`config.mk`:
```
export PLATFORM = sky130hd
export DESIGN_NAME = hwag_cfg_loader
export DESIGN_NICKNAME = d
export VERILOG_FILES = /design/src/rtl/hwag_pkg.sv /design/src/rtl/hwag_bus_tmo.sv /design/src/rtl/hwag_cfg_loader.sv
export SDC_FILE = /design/constraint.sdc
export NUM_CORES = 1
export LEC_CHECK = 0
export CORE_UTILIZATION = 46
export DETAILED_ROUTE_END_ITERATION = 8
export PLACE_DENSITY = 0.9
export SYNTH_ARGS = -nofsm -noshare
export SYNTH_HDL_FRONTEND = slang
export SYNTH_SLANG_ARGS = --single-unit
```
`constraint.sdc`:
```
create_clock -name clk -period 2.5 [get_ports clk]
set_clock_uncertainty 0.2 [all_clocks]
set_input_delay 0.25 -clock clk [delete_from_list [all_inputs] [get_ports clk]]
set_output_delay 0.25 -clock clk [all_outputs]
set_load 0.05 [all_outputs]
```
`src/rtl/hwag_pkg.sv`:
```
// Shared types and register map for the hwag configuration loader.
// Readback pass is enabled by defining HWAG_CFG_VERIFY_EN.
package hwag_pkg;

    typedef enum logic [3:0] {
        IDLE,
        WR_FETCH,
        WR_REQ,
        RD_FETCH,
        RD_REQ,
        CR_FETCH,
        CR_REQ,
        DONE,
        ERR
    } hwag_cfg_state_t;

    typedef enum logic [1:0] {
        ERR_NONE     = 2'd0,
        ERR_MISMATCH = 2'd1,
        ERR_TIMEOUT  = 2'd2
    } hwag_err_t;

    localparam int unsigned HWATHNB     = 4;
    localparam int unsigned HWASTWD     = 5;
    localparam int unsigned HWAATOPL    = 6;
    localparam int unsigned HWACR0      = 63;
    localparam int unsigned HWATHVL     = 70;
    localparam int unsigned HWAIGNCHRGL = 127;
    localparam int unsigned HWAIGNANGL  = 129;

endpackage

```
`src/rtl/hwag_bus_tmo.sv`:
```
// Register-bus acknowledge watchdog: expired flags the TMO_CYC-th waiting cycle.
module hwag_bus_tmo #(
    parameter int unsigned TMO_CYC = 15
) (
    input  logic clk,
    input  logic rst,
    input  logic clear,
    input  logic ack,
    output logic expired
);

    localparam int unsigned TMO_W = $clog2(TMO_CYC + 1);
    localparam logic [TMO_W-1:0] LAST = TMO_W'(TMO_CYC - 1);

    logic [TMO_W-1:0] count;

    // count equals the number of cycles already waited, so expiry lands on the last allowed one
    always_ff @(posedge clk) begin
        if (rst || clear || ack) begin
            count <= '0;
        end else if (count != LAST) begin
            count <= count + TMO_W'(1);
        end
    end

    assign expired = (count == LAST);

endmodule

```
`src/rtl/hwag_cfg_loader.sv`:
```
// Boot-time loader copying a ROM image into the hwag register bank, HWACR0 last.
// Optional readback/compare pass compiled in with HWAG_CFG_VERIFY_EN.
module hwag_cfg_loader
    import hwag_pkg::*;
#(
    parameter int unsigned ADDR_W  = 8,
    parameter int unsigned DATA_W  = 16,
    parameter int unsigned NREG    = 131,
    parameter int unsigned CR_ADDR = HWACR0,
    parameter int unsigned TMO_CYC = 15
) (
    input  logic              clk,
    input  logic              rst,
    input  logic              start,
    output logic              busy,
    output logic              done,
    output logic [1:0]        err,
    output logic [ADDR_W-1:0] err_addr,
    output logic [ADDR_W-1:0] tbl_addr,
    input  logic [DATA_W-1:0] tbl_data,
    output logic              reg_req,
    output logic              reg_we,
    output logic [ADDR_W-1:0] reg_addr,
    output logic [DATA_W-1:0] reg_wdata,
    input  logic [DATA_W-1:0] reg_rdata,
    input  logic              reg_ack
);

    localparam int unsigned CNT_W = ADDR_W + 1;
    localparam logic [CNT_W-1:0] CNT_ONE = CNT_W'(1);
    localparam logic [CNT_W-1:0] CNT_CR  = CNT_W'(CR_ADDR);
    localparam logic [CNT_W-1:0] CNT_END = CNT_W'(NREG);

    hwag_cfg_state_t   state;
    logic [CNT_W-1:0]  cnt;
    logic [DATA_W-1:0] word;
    logic [DATA_W-1:0] img;
    logic              fresh;
    logic              in_req;
    logic              expired;

    assign in_req   = (state == WR_REQ) || (state == RD_REQ) || (state == CR_REQ);
    assign tbl_addr = cnt[ADDR_W-1:0];

    // ROM word arrives in the first request cycle; it is passed through then and held afterwards
    assign img       = fresh ? tbl_data : word;
    assign reg_wdata = img;

`ifndef HWAG_CFG_VERIFY_EN
    logic unused_rdata;
    assign unused_rdata = ^reg_rdata;
`endif

    hwag_bus_tmo #(
        .TMO_CYC(TMO_CYC)
    ) u_tmo (
        .clk    (clk),
        .rst    (rst),
        .clear  (!in_req),
        .ack    (reg_ack),
        .expired(expired)
    );

    always_ff @(posedge clk) begin
        if (rst) begin
            state    <= IDLE;
            cnt      <= '0;
            word     <= '0;
            fresh    <= 1'b0;
            busy     <= 1'b0;
            done     <= 1'b0;
            err      <= ERR_NONE;
            err_addr <= '0;
            reg_req  <= 1'b0;
            reg_we   <= 1'b0;
            reg_addr <= '0;
        end else begin
            fresh <= 1'b0;
            if (fresh) begin
                word <= tbl_data;
            end
            // ack has priority over a timeout expiring in the same cycle
            if (in_req && !reg_ack && expired) begin
                reg_req  <= 1'b0;
                err      <= ERR_TIMEOUT;
                err_addr <= reg_addr;
                state    <= ERR;
            end else begin
                case (state)
                    IDLE: begin
                        if (start) begin
                            done     <= 1'b0;
                            err      <= ERR_NONE;
                            err_addr <= '0;
                            cnt      <= '0;
                            busy     <= 1'b1;
                            state    <= WR_FETCH;
                        end
                    end
                    WR_FETCH: begin
                        if (cnt == CNT_CR) begin
                            cnt <= cnt + CNT_ONE;
                        end else if (cnt == CNT_END) begin
`ifdef HWAG_CFG_VERIFY_EN
                            cnt   <= '0;
                            state <= RD_FETCH;
`else
                            cnt   <= CNT_CR;
                            state <= CR_FETCH;
`endif
                        end else begin
                            reg_req  <= 1'b1;
                            reg_we   <= 1'b1;
                            reg_addr <= cnt[ADDR_W-1:0];
                            fresh    <= 1'b1;
                            state    <= WR_REQ;
                        end
                    end
                    WR_REQ: begin
                        if (reg_ack) begin
                            reg_req <= 1'b0;
                            cnt     <= cnt + CNT_ONE;
                            state   <= WR_FETCH;
                        end
                    end
`ifdef HWAG_CFG_VERIFY_EN
                    RD_FETCH: begin
                        if (cnt == CNT_CR) begin
                            cnt <= cnt + CNT_ONE;
                        end else if (cnt == CNT_END) begin
                            cnt   <= CNT_CR;
                            state <= CR_FETCH;
                        end else begin
                            reg_req  <= 1'b1;
                            reg_we   <= 1'b0;
                            reg_addr <= cnt[ADDR_W-1:0];
                            fresh    <= 1'b1;
                            state    <= RD_REQ;
                        end
                    end
                    RD_REQ: begin
                        if (reg_ack) begin
                            reg_req <= 1'b0;
                            if (reg_rdata != img) begin
                                err      <= ERR_MISMATCH;
                                err_addr <= cnt[ADDR_W-1:0];
                                state    <= ERR;
                            end else begin
                                cnt   <= cnt + CNT_ONE;
                                state <= RD_FETCH;
                            end
                        end
                    end
`endif
                    CR_FETCH: begin
                        reg_req  <= 1'b1;
                        reg_we   <= 1'b1;
                        reg_addr <= CNT_CR[ADDR_W-1:0];
                        fresh    <= 1'b1;
                        state    <= CR_REQ;
                    end
                    CR_REQ: begin
                        if (reg_ack) begin
                            reg_req <= 1'b0;
                            state   <= DONE;
                        end
                    end
                    DONE: begin
                        done  <= 1'b1;
                        busy  <= 1'b0;
                        state <= IDLE;
                    end
                    ERR: begin
                        busy  <= 1'b0;
                        state <= IDLE;
                    end
                    default: state <= IDLE;
                endcase
            end
        end
    end

endmodule

```
Word level (Yosys, flattened, before mapping)
Index checks and enable logic that the tools add are counted.
{"block": "totals", "out_inout_bits": 46, "in_bits": 36, "ff_bits": 55, "wordCells": 99}
{"block": "classes", "eq_ne": 22, "addsub": 2, "n_mux": 34, "n_bitwise": 1, "n_reduce_logical": 27}
{"op": "two-way mux 8 bit", "count": 5}
{"op": "two-way mux 9 bit", "count": 4}
{"op": "case mux 9 bit (3 select lines)", "count": 1}
{"op": "two-way mux 4 bit", "count": 5}
{"op": "case mux 4 bit (5 select lines)", "count": 1}
{"op": "== test 4 x 3 -> 1 bit (second input constant)", "count": 4}
{"op": "two-way mux 16 bit", "count": 1}
{"op": "case mux 8 bit (2 select lines)", "count": 1}
{"op": "AND reduction 4 bit", "count": 4}
{"op": "!= test 2 bit (second input constant)", "count": 5}
{"op": "nonzero test 2 bit", "count": 5}
{"op": "adder 9 x 1 -> 9 bit (second input constant)", "count": 1}
{"op": "== test 9 x 6 -> 1 bit (second input constant)", "count": 1}
{"op": "== test 9 x 8 -> 1 bit (second input constant)", "count": 1}
{"op": "!= test 3 bit (second input constant)", "count": 3}
{"op": "== test 4 bit (second input constant)", "count": 2}
{"op": "case mux 1 bit (2 select lines)", "count": 4}
{"op": "two-way mux 1 bit", "count": 7}
{"op": "two-way mux 2 bit", "count": 3}
{"op": "!= test 3 x 2 -> 1 bit (second input constant)", "count": 2}
{"op": "AND reduction 3 bit", "count": 2}
{"op": "nonzero test 3 bit", "count": 2}
{"op": "OR reduction 2 bit", "count": 3}
{"op": "AND reduction 5 bit", "count": 1}
{"op": "other kinds (13)", "count": 18}

Longest topological paths before layout
{"block": "depth", "depth_word": 7, "mapped_depth": 7}

Hierarchy
Synthesis repeated with hierarchy kept, for this count alone.
{"block": "hier_totals", "cells_unflattened": 283, "hier_area_um2": 2588.7}
{"mod": "hwag_cfg_loader", "area_each_um2": 2374.8, "n_inst": 1, "seq_area_each_um2": 1021.0, "cells_each": 263}
{"mod": "hwag_bus_tmo", "area_each_um2": 214.0, "n_inst": 1, "seq_area_each_um2": 80.1, "cells_each": 20}

Least setup slack after synthesis
OpenSTA, ideal clock, no wires.
{"block": "synth_timing", "path_kind": "register to register", "start": "register cnt[0]", "end": "register reg_addr[0]", "setup_time_ns": 0.132, "path_stages_with_launch": 8, "synth_period_minus_slack_ns": 2.103, "setup_slack_ns": 0.397, "required_ns": 2.168, "t_arrival_ns": 1.771, "path_cell_list": "dfxtp_1 > ha_1 > nor4b_1 > a21o_4 > nand2b_1 > buf_4 > mux2i_1 > a21oi_1"}
{"block": "synth_via", "elab_chain_cells": 3, "word_cells_on_any_way": 8}
{"item": "start: declaration", "line": "hwag_cfg_loader.sv:35", "rtl": "logic [CNT_W-1:0] cnt;"}
{"item": "start signal: assignment", "line": "hwag_cfg_loader.sv:102", "rtl": "cnt <= cnt + CNT_ONE;"}
{"item": "start signal: assignment", "line": "hwag_cfg_loader.sv:122", "rtl": "cnt <= cnt + CNT_ONE;"}
{"item": "== test 9 x 8 -> 1 bit, or another cell as far along", "line": "hwag_cfg_loader.sv:103", "rtl": "end else if (cnt == CNT_END) begin"}
{"item": "!= test 2 bit (no line) / two-way mux 8 bit (equally long branches)"}
{"item": "AND reduction 4 bit (no line) / case mux 8 bit (2 select lines) (equally long branches)"}
{"item": "end signal: assignment", "line": "hwag_cfg_loader.sv:114", "rtl": "reg_addr <= cnt[ADDR_W-1:0];"}
{"item": "end signal: assignment", "line": "hwag_cfg_loader.sv:158", "rtl": "reg_addr <= CNT_CR[ADDR_W-1:0];"}
{"item": "end: declaration", "line": "hwag_cfg_loader.sv:23", "rtl": "output logic [ADDR_W-1:0] reg_addr,"}
Parallel ways exist; a longest one is shown, timed or not. The select of a mux whose other input is x is not followed.
A chain may end at the register's enable or synchronous reset.

Worst setup path in the final report
{"block": "layout_timing", "start": "register fresh", "end": "output reg_wdata[15]"}
{"block": "layout_via", "elab_chain_cells": 1}
{"item": "start: declaration", "line": "hwag_cfg_loader.sv:38", "rtl": "logic fresh;"}
{"item": "start signal: assignment", "line": "hwag_cfg_loader.sv:69", "rtl": "fresh <= 1'b0;"}
{"item": "start signal: assignment", "line": "hwag_cfg_loader.sv:78", "rtl": "fresh <= 1'b0;"}
{"item": "start signal: assignment", "line": "hwag_cfg_loader.sv:115", "rtl": "fresh <= 1'b1;"}
{"item": "two-way mux 16 bit"}
{"item": "end: declaration", "line": "hwag_cfg_loader.sv:24", "rtl": "output logic [DATA_W-1:0] reg_wdata,"}
Every way passes these cells.

==> run_results.csv <==
group,metric,value,unit
placed_design,post-place-ws,0.06846,ns
sta,maxSlewHeadroom,61.15,%
placed_design,routabilityCongestion,0.8354,
clock_tree,htreeDepth,2,
setup_path,start_kind,"flop",
setup_path,crit_family,"buffers and inverters",
sta,setup_viol,0,
floorplanning,die_w,76.64,um
clock_tree,cts_root_buffer,"clkbuf_8",
final_layout,drive_above_1_share,13.95,%
grt,grt_pass1_vias,2149,
synthesis,syn-instance-count,280,
drt,first_pass_iters,4,
drt,wire_per_inst,14.67,um
synthesis,synth-warning-count,0,
final_layout,diodes,0,
placed_design,hpwl,4.320,mm
synthesis,async_flop_share,0,%
drt,drt_iter0_markers,214,
synthesis,yosysTopAreaCell,"dfxtp_1",
floorplanning,die_h,76.64,um
clock_tree,cts_inserted_buffers,5,
clock_tree,cts_tree,"built",
power_and_ir_drop,p_leak,1.237,nW
sta,slew_violations,0,
sta,rsz0062_at_grt,"false",
final_layout,area_growth,29.44,%
floorplanning,pin_count,82,
grt,grtUsageMet2,34.68,%
sta,setup_ws,0.09547,ns
setup_path,r2r-end,"reg_addr[5]",
setup_path,r2r_slack,0.17,ns
floorplanning,initial_core_util,48.92,%
setup_path,cp_slowest_cell,"clkdlybuf4s50_1",
setup_path,critPathMaxFanout,16,
run,max_cap_viol_count,0,
synthesis,syn_nets,319,
drt,route.detailed.drc,0,
synthesis,synth_top_area_share,42.97,%
grt,grt.total_usage,21.13,%
setup_path,worstRegToRegCells,6,
sta,min_period,2.405,ns
sta,finalCritPeriodShare,96.18,%
clock_tree,cts.sinks,55,
setup_path,worstReg2RegStart,"cnt[0]",
grt,use_met3,3.713,%
placed_design,numPortBuffers,64,
setup_path,crit_chain,"buf_4 -> mux2_2 -> clkdlybuf4s50_1",
clock_tree,clkTransAtPathRegs,0.10,ns
worst_hold_path,min_to,"u_tmo.count[1]",
drt,wirelength,5.969,mm
worst_hold_path,hold_class,"in -> reg",
synthesis,synth_common_cells,"dfxtp_1, nor2_1, nor2b_1",
grt,grt_pass1_wl,9.949,mm
drt,vias_per_cell,5.582,
clock_tree,postCtsHoldBufs,0,
synthesis,yosysSeqAreaShare,42.97,%
power_and_ir_drop,ir_worst_vdd,0.5216,mV
drt,vias,2272,
synthesis,ys_ff_latch,55,
worst_hold_path,worstHoldStart,"rst",
synthesis,yosysMostFrequentCell,"dfxtp_1",
clock_tree,clk_latency,0.32,ns
floorplanning,core_area,5238,sq um
setup_path,crit_required,2.05,ns
grt,grtUsageMet1,26.58,%
run_status,outcome,"finished, final reports clean",
synthesis,syn-cell-area,2562,sq um
sta,max_freq,0.4159,GHz
synthesis,synthTopCellsByArea,"dfxtp_1, mux2_2, nor2b_1, nor2_1, a21oi_1",
worst_hold_path,hold-path-cell-count,3,
clock_tree,clockBufferDepth,2,
setup_path,critPathKind,"reg -> out",
setup_path,crit_path_max_incr_delay,0.71,ns
setup_path,end_kind,"primary output",
synthesis,avgSynthCellArea,9.152,sq um
setup_path,cp.arrival,1.95,ns
grt,grt_most_used_layer,"met2",
synthesis,synth_ff_type,"dfxtp_1",
synthesis,yosysUniqueCellTypes,47,
sta,hold_viol,0,
setup_path,crit_buf_inv,2,
sta,fin_tns_setup,0,ns
sta,max_slew.worst_pin.slew,0.5806,ns
final_layout,layout.nets,375,
grt,overflow,0,
floorplanning,die_area,5873,sq um
clock_tree,cts_setup_buffers,0,
floorplanning,fp-row-count,26,
grt,antenna_found_initial,0,
grt,grt_max_degree,52,
drt,ant_nets,0,
power_and_ir_drop,power_density,594.4,nW/um^2
synthesis,synth-edff-count,0,
worst register-to-register path, stage by stage (launching register included):
cell and delay [ns]:
dfxtp_1 0.35, ha_1 0.29, nor4b_2 0.37, a21o_4 0.25
nand2b_1 0.41, mux2i_1 0.24, a21oi_1 0.09
area by class of cell:
type,count,area (sq um)
clock buffers,5,68.82
well taps,70,87.58
fillers,415,1921
flip-flops and latches,55,1101
repair buffers,75,715.7
multi-input cells,193,1299
clock inverters,3,22.52
inverters,6,22.52
flip-flops by register name, summed over array words and instances, names as in the netlist:
register	count
state	4
word	16
reg_req	1
done	1
busy	1
reg_we	1
err	1
fresh	1
err_addr	8
cnt	9
reg_addr	8
u_tmo.count	4
worst max path at each step:
stage	startpoint	end	slack, ns	cells after the start
global route	fresh	reg_wdata[4]	0.02	3
finish	fresh	reg_wdata[15]	0.1	3
detailed placement	cnt[0]	reg_addr[1]	0.07	6
global placement	cnt[0]	reg_addr[1]	0.06	6
CTS	cnt[0]	reg_addr[5]	0.03	6
floorplan	cnt[0]	reg_addr[0]	0.40	7
cell usage in the layout (no fill, tap or decap), types with 3 or more instances in the layout:
master / synthesis / layout
nor2_1: 28 / 28
a22oi_1: 8 / 8
ha_1: 3 / 3
nand3b_1: 3 / 3
nor2b_1: 21 / 21
and3_1: 3 / 3
buf_4: 12 / 12
nand2_1: 10 / 10
inv_1: 6 / 6
clkbuf_8: 0 / 5
nand2b_1: 3 / 3
o21ai_0: 9 / 9
nor3b_1: 3 / 3
nor3_1: 13 / 13
a31oi_1: 4 / 4
dfxtp_1: 55 / 55
mux2i_1: 7 / 7
nand3_1: 7 / 7
nand4_1: 4 / 4
mux2_2: 16 / 16
a21oi_1: 20 / 20
clkdlybuf4s50_1: 0 / 62
a2111oi_2: 3 / 3
metrics by stage:
step	cell area (sq um)	hold slack [ns]	total power [mW]	util, %	cells
after floorplan	2562	0.2606	1.330	-	280
after global placement	3219	0.2362	1.471	61.47	399
after detailed placement	3219	0.2606	1.480	61.47	399
after CTS	3311	0.1266	1.976	63.21	407
after global routing	3317	0.1607	2.053	63.33	407
final	3317	0.1384	1.972	63.33	407
per-layer routing:
metal | share of wire, % | vias to the layer above | wire (um)
met3 | 5.9 | 16 | 355
met1 | 43 | 1064 | 2571
met5 | 0 | - | 0
li1 | - | 1105 | -
met2 | 48 | 87 | 2864
met4 | 3.0 | 0 | 178
power breakdown:
group	switching [mW]	total (mW)	leakage, nW	internal [mW]
logic	0.316	0.522	0.742	0.207
clock network	0.304	0.507	0.0489	0.203
registers	0.0297	0.942	0.446	0.912
total	0.650	1.97	1.24	1.32
repair_timing:
item	4_1_cts	5_1_grt
setup endpoints to repair	0	9
hold endpoints to repair	0	0
gates resized for setup	0	1
cell families after synthesis:
family                   count (synthesis)  share of synthesized area (%)
other                                    1                         0.1463
AND/OR/NAND/NOR                        105                          21.97
XOR/XNOR                                 2                         0.6837
buffers and inverters                   32                          6.592
flip-flops                              55                          42.97
adder cells (fa/ha/maj)                  3                          1.465
multiplexers                            23                          9.766
AO/OA/AOI/OAI                           59                          16.41
Note: power is estimated with default switching activity, not from simulation.
